**src/rtl/mux_sel_arbiter.sv**
```systemverilog
// Round-robin arbiter driving the select of a 2:1 mux (sel=1 routes b,
// sel=0 routes c). Bounded hold time under contention, registered outputs.
module mux_sel_arbiter #(
  parameter int MAX_HOLD = 4,
  parameter int CNT_W    = 3
) (
  input  logic             clk,
  input  logic             rst_n,
  input  logic             req_b,
  input  logic             req_c,
  output logic             sel,
  output logic             gnt_b,
  output logic             gnt_c,
  output logic             busy,
  output logic [CNT_W-1:0] hold_cnt
);

  typedef enum logic [1:0] {IDLE, GNT_B, GNT_C} state_t;

  // Pre-emption point: the owner has held for MAX_HOLD cycles once the
  // counter reaches MAX_HOLD-1.
  localparam logic [CNT_W-1:0] HOLD_LIM = CNT_W'(MAX_HOLD - 1);
  localparam logic [CNT_W-1:0] CNT_MAX  = '1;

  state_t           state, state_nxt;
  logic [CNT_W-1:0] cnt_nxt;
  logic             sel_nxt;
  logic             last, last_nxt;   // 1 = B served last, 0 = C

  // Next-state, counter, select and last-served decisions.
  always_comb begin
    state_nxt = state;
    unique case (state)
      IDLE: begin
        if (req_b && req_c) state_nxt = last ? GNT_C : GNT_B;
        else if (req_b)     state_nxt = GNT_B;
        else if (req_c)     state_nxt = GNT_C;
      end
      GNT_B: begin
        if (!req_b)                           state_nxt = req_c ? GNT_C : IDLE;
        else if (req_c && hold_cnt == HOLD_LIM) state_nxt = GNT_C;
      end
      GNT_C: begin
        if (!req_c)                           state_nxt = req_b ? GNT_B : IDLE;
        else if (req_b && hold_cnt == HOLD_LIM) state_nxt = GNT_B;
      end
      default: state_nxt = IDLE;
    endcase

    // Counter restarts on any ownership change, saturates while held.
    cnt_nxt = hold_cnt;
    if (state_nxt != state)                        cnt_nxt = '0;
    else if (state != IDLE && hold_cnt != CNT_MAX) cnt_nxt = hold_cnt + CNT_W'(1);

    // Select and last-served only move on entry to a grant; IDLE keeps
    // the mux steady.
    sel_nxt  = sel;
    last_nxt = last;
    if (state_nxt == GNT_B) begin
      sel_nxt  = 1'b1;
      last_nxt = 1'b1;
    end else if (state_nxt == GNT_C) begin
      sel_nxt  = 1'b0;
      last_nxt = 1'b0;
    end
  end

  // State and registered outputs; grants decoded from next state so they
  // come straight out of flops.
  always_ff @(posedge clk or negedge rst_n) begin
    if (!rst_n) begin
      state    <= IDLE;
      hold_cnt <= '0;
      sel      <= 1'b0;
      last     <= 1'b0;
      gnt_b    <= 1'b0;
      gnt_c    <= 1'b0;
      busy     <= 1'b0;
    end else begin
      state    <= state_nxt;
      hold_cnt <= cnt_nxt;
      sel      <= sel_nxt;
      last     <= last_nxt;
      gnt_b    <= (state_nxt == GNT_B);
      gnt_c    <= (state_nxt == GNT_C);
      busy     <= (state_nxt != IDLE);
    end
  end

endmodule

```
**config.mk**
```make
export PLATFORM = sky130hd
export DESIGN_NAME = mux_sel_arbiter
export DESIGN_NICKNAME = d
export VERILOG_FILES = /design/src/rtl/mux_sel_arbiter.sv
export SDC_FILE = /design/constraint.sdc
export NUM_CORES = 1
export LEC_CHECK = 0
export BUFFER_PORTS_ARGS = -buffer_cell sky130_fd_sc_hd__buf_4
export CORE_AREA = 2 2 39 41
export CTS_CLUSTER_SIZE = 25
export DETAILED_ROUTE_END_ITERATION = 10
export DIE_AREA = 0 0 41 43
export GPL_TIMING_DRIVEN = 0
export REMOVE_ABC_BUFFERS = 1
export SLEW_MARGIN = 20
export SYNTH_ARGS = -nofsm -noshare
export SYNTH_HDL_FRONTEND = slang
export SYNTH_SLANG_ARGS = --single-unit
```
**constraint.sdc**
```tcl
create_clock -name clk -period 2.86 [get_ports clk]
set_input_delay 0.143 -clock clk [delete_from_list [all_inputs] [get_ports clk]]
set_output_delay 0.143 -clock clk [all_outputs]
set_load 0.02 [all_outputs]
```
==> flow_metrics.py <==
metrics = {
    "critical_path": {
        "crit_arrival_ns": 2.34,
        "timing.rr.start": "hold_cnt[0]$_DFFE_PN0P_",
        "r2r_cells": 7,
        "worstPathMaxFanout": 5,
        "cp_num_buf_inv": 0,
        "reg2reg_slack_ns": 0.66,
        "r2r_end": "last$_DFFE_PN0P_",
        "slowest_stage": "dfrtp_1",
        "endpoint_kind": "register",
        "crit_type": "register to register",
        "critPathTopFamily": "adder cells",
        "cp-start-kind": "register",
        "critical_path.max_stage_delay_ns": 0.38,
        "critPathMostFrequentCell": "ha_1",
        "crit_chain": "ha_1 > ha_1 > mux2_2 > o21ai_1 > nand3_1 > ha_1 > mux2_2",
        "worstPathRequired_ns": 3.00,
    },
    "logic_synthesis": {
        "synth_top_area_share_pct": 43.4,
        "syn_inst": 47,
        "yosys_warnings": 0,
        "yosysUniqueCellTypes": 19,
        "yosysSeqAreaShare_pct": 43.4,
        "yosys-top-cells-area": "dfrtp_1 43%, ha_1 14%, buf_6 4.3%, mux2_2 4.3%, mux2i_1 3.9%",
        "synth_top_area_cell": "dfrtp_1",
        "synth.avg_cell_area_um2": 11.0,
        "netlist_area_um2": 519,
        "synth-seq-cells": 9,
    },
    "placed_design": {
        "dp_hpwl_um": 678,
        "gp_congestion": 0.693,
        "place.port_buffers": 10,
    },
    "timing": {
        "tightest_slew_ns": 0.408,
        "tns_ns": 0,
        "period_minus_slack_ns": 2.20,
        "rsz0062_at_grt": "no",
        "finalSetupViolations": 0,
        "drv_slew": 0,
        "max_freq_ghz": 0.455,
        "fin_crit_sh_pct": 76.9,
        "clock_skew_ns": 0.00602,
        "hold_viol": 0,
        "max_slew_margin_pct": 72.6,
        "hold_ws_ns": 0.209,
    },
    "cells_and_area": {
        "final_common_cell": "buf_4",
        "syn_to_final_growth_pct": 21.0,
        "layout_common_cells": "10 x buf_4, 9 x dfrtp_1, 6 x ha_1, 4 x nor3_1, 4 x inv_1",
        "nets": 71,
        "fillers": 135,
        "diodes": 0,
        "drive_gt1_share_pct": 26.7,
    },
    "detailed_routing": {
        "firstDrtPassIters": 2,
        "vias_per_cell": 4.76,
        "vias": 362,
        "drc": 0,
        "wl_um": 853,
        "postRouteAntennaNets": 0,
        "wire_per_inst_um": 11.2,
        "drt_iter0_drc": 1,
    },
    "floorplanning": {
        "die_area_um2": 1760,
        "rows": 14,
        "pin_count": 11,
        "start_util_pct": 37.5,
        "core_um2": 1380,
        "die_h_um": 43,
        "die_w_um": 41,
    },
    "clocking": {
        "cts_tree": "done",
        "cts_resized": 0,
        "cts.sinks": 9,
        "clk_pin_slew_worst_paths_ns": 0.06,
        "cts_root_buffer": "clkbuf_4",
        "htree_levels": 1,
        "cts_made_buffers": 3,
        "cts_buffer_depth": 2,
        "clock_latency_ns": 0.26,
    },
    "global_routing": {
        "grt_overflow_total": 0,
        "track_usage_pct": 12.7,
        "antenna_found_initial": 0,
        "grt_pass1_wl_mm": 1.48,
        "grt_pass1_vias": 387,
        "grt_max_degree": 10,
    },
    "power_and_ir_drop": {
        "cellPowerDensity_nw_per_um2": 759,
        "vdd_ir_drop_max_uv": 401,
        "leakage_uw": 0.000315,
    },
    "hold_path": {
        "holdPathStages": 2,
        "hold_end": "state[0]$_DFF_PN0_",
        "min_from": "req_b",
        "hold_class": "input port to register",
    },
    "outcome": {
        "status": "completed",
    },
    "run": {
        "maxCapViolations": 0,
    },
}
state kept, by name, indices dropped and copies added (netlist names):
register,flops
gnt_c,1
gnt_b,1
last,1
busy,1
hold_cnt,3
state,2
area by class of cell:
cell class | count | area (µm²) | share of cell area, %
Multi-Input combinational cell | 32 | 256 | 40.8
Sequential cell | 9 | 225 | 35.9
Timing Repair Buffer | 11 | 85.1 | 13.5
Clock buffer | 4 | 26.3 | 4.18
Tap cell | 16 | 20.0 | 3.19
Inverter | 4 | 15.0 | 2.39
per-stage QoR:
step / power, µW / instances / instance area (µm²) / setup slack, ns / utilization [%]
4_1_cts: 486 / 76 / 628 / 0.649 / 45.4
6_report: 477 / 76 / 628 / 0.661 / 45.4
5_1_grt: 514 / 76 / 628 / 0.501 / 45.4
3_5_place_dp: 385 / 71 / 592 / 0.667 / 42.8
2_1_floorplan: 312 / 45 / 497 / 0.668 / -
3_3_place_gp: 381 / 71 / 592 / 0.660 / 42.8
power by group:
part	internal, µW	total [µW]	switching (µW)
registers	160	195	34.6
logic	89.6	185	95.6
clock network	53.7	97.2	43.5
kinds of logic (layout without fill, tap and decap cells):
| kind of cell | after synthesis | count (layout) | share of synthesized area, % |
|---|---|---|---|
| adders and majority gates | 6 | 6 | 14.5 |
| DFF | 9 | 9 | 43.4 |
| AOI/OAI and AO/OA | 6 | 6 | 9.40 |
| buffers and inverters | 6 | 19 | 7.23 |
| and+or+nand+nor | 15 | 15 | 15.7 |
| muxes | 4 | 4 | 8.19 |
| xor gates and xnor gates | 1 | 1 | 1.69 |
cell usage after synthesis, drive strengths merged:
master  count
nand2       3
and2        1
a311oi      1
and3        2
nor3        4
mux2i       2
dfrtp       9
inv         4
ha          6
o21bai      1
buf         2
nand3       2
nor3b       2
xor2        1
o21ai       3
mux2        2
a31oi       1
nor2b       1
what timing repair did:
item,CTS,global route
setup buffers,0,0
endpoints found under the hold margin,9,0
hold buffers,1,0
worst max path at each step:
| stage | depth (start not counted) | slack (ns) | end | startpoint |
|---|---|---|---|---|
| after floorplan | 7 | 0.67 | last$_DFFE_PN0P_ | hold_cnt[0]$_DFFE_PN0P_ |
| after global placement | 7 | 0.66 | last$_DFFE_PN0P_ | hold_cnt[0]$_DFFE_PN0P_ |
| after detailed placement | 7 | 0.67 | last$_DFFE_PN0P_ | hold_cnt[0]$_DFFE_PN0P_ |
| after CTS | 7 | 0.65 | last$_DFFE_PN0P_ | hold_cnt[0]$_DFFE_PN0P_ |
| after global routing | 7 | 0.50 | last$_DFFE_PN0P_ | hold_cnt[0]$_DFFE_PN0P_ |
| final | 7 | 0.66 | last$_DFFE_PN0P_ | hold_cnt[0]$_DFFE_PN0P_ |
layer usage:
metal  vias to the layer above  global-route usage, %  wire [µm]
met4                         0                   4.00          0
li1                        188                      -          -
met5                         -                      0          0
met2                        11                   20.3        391
met1                       163                   14.1        400
met3                         0                   6.28         61
worst register-to-register path, cell delays in order (launching register included):
cell,delay (ns)
dfrtp_1,0.38
ha_1,0.19
ha_1,0.25
mux2_2,0.35
o21ai_1,0.16
nand3_1,0.13
ha_1,0.30
mux2_2,0.32
No activity file was read; power rests on OpenSTA's default activity.
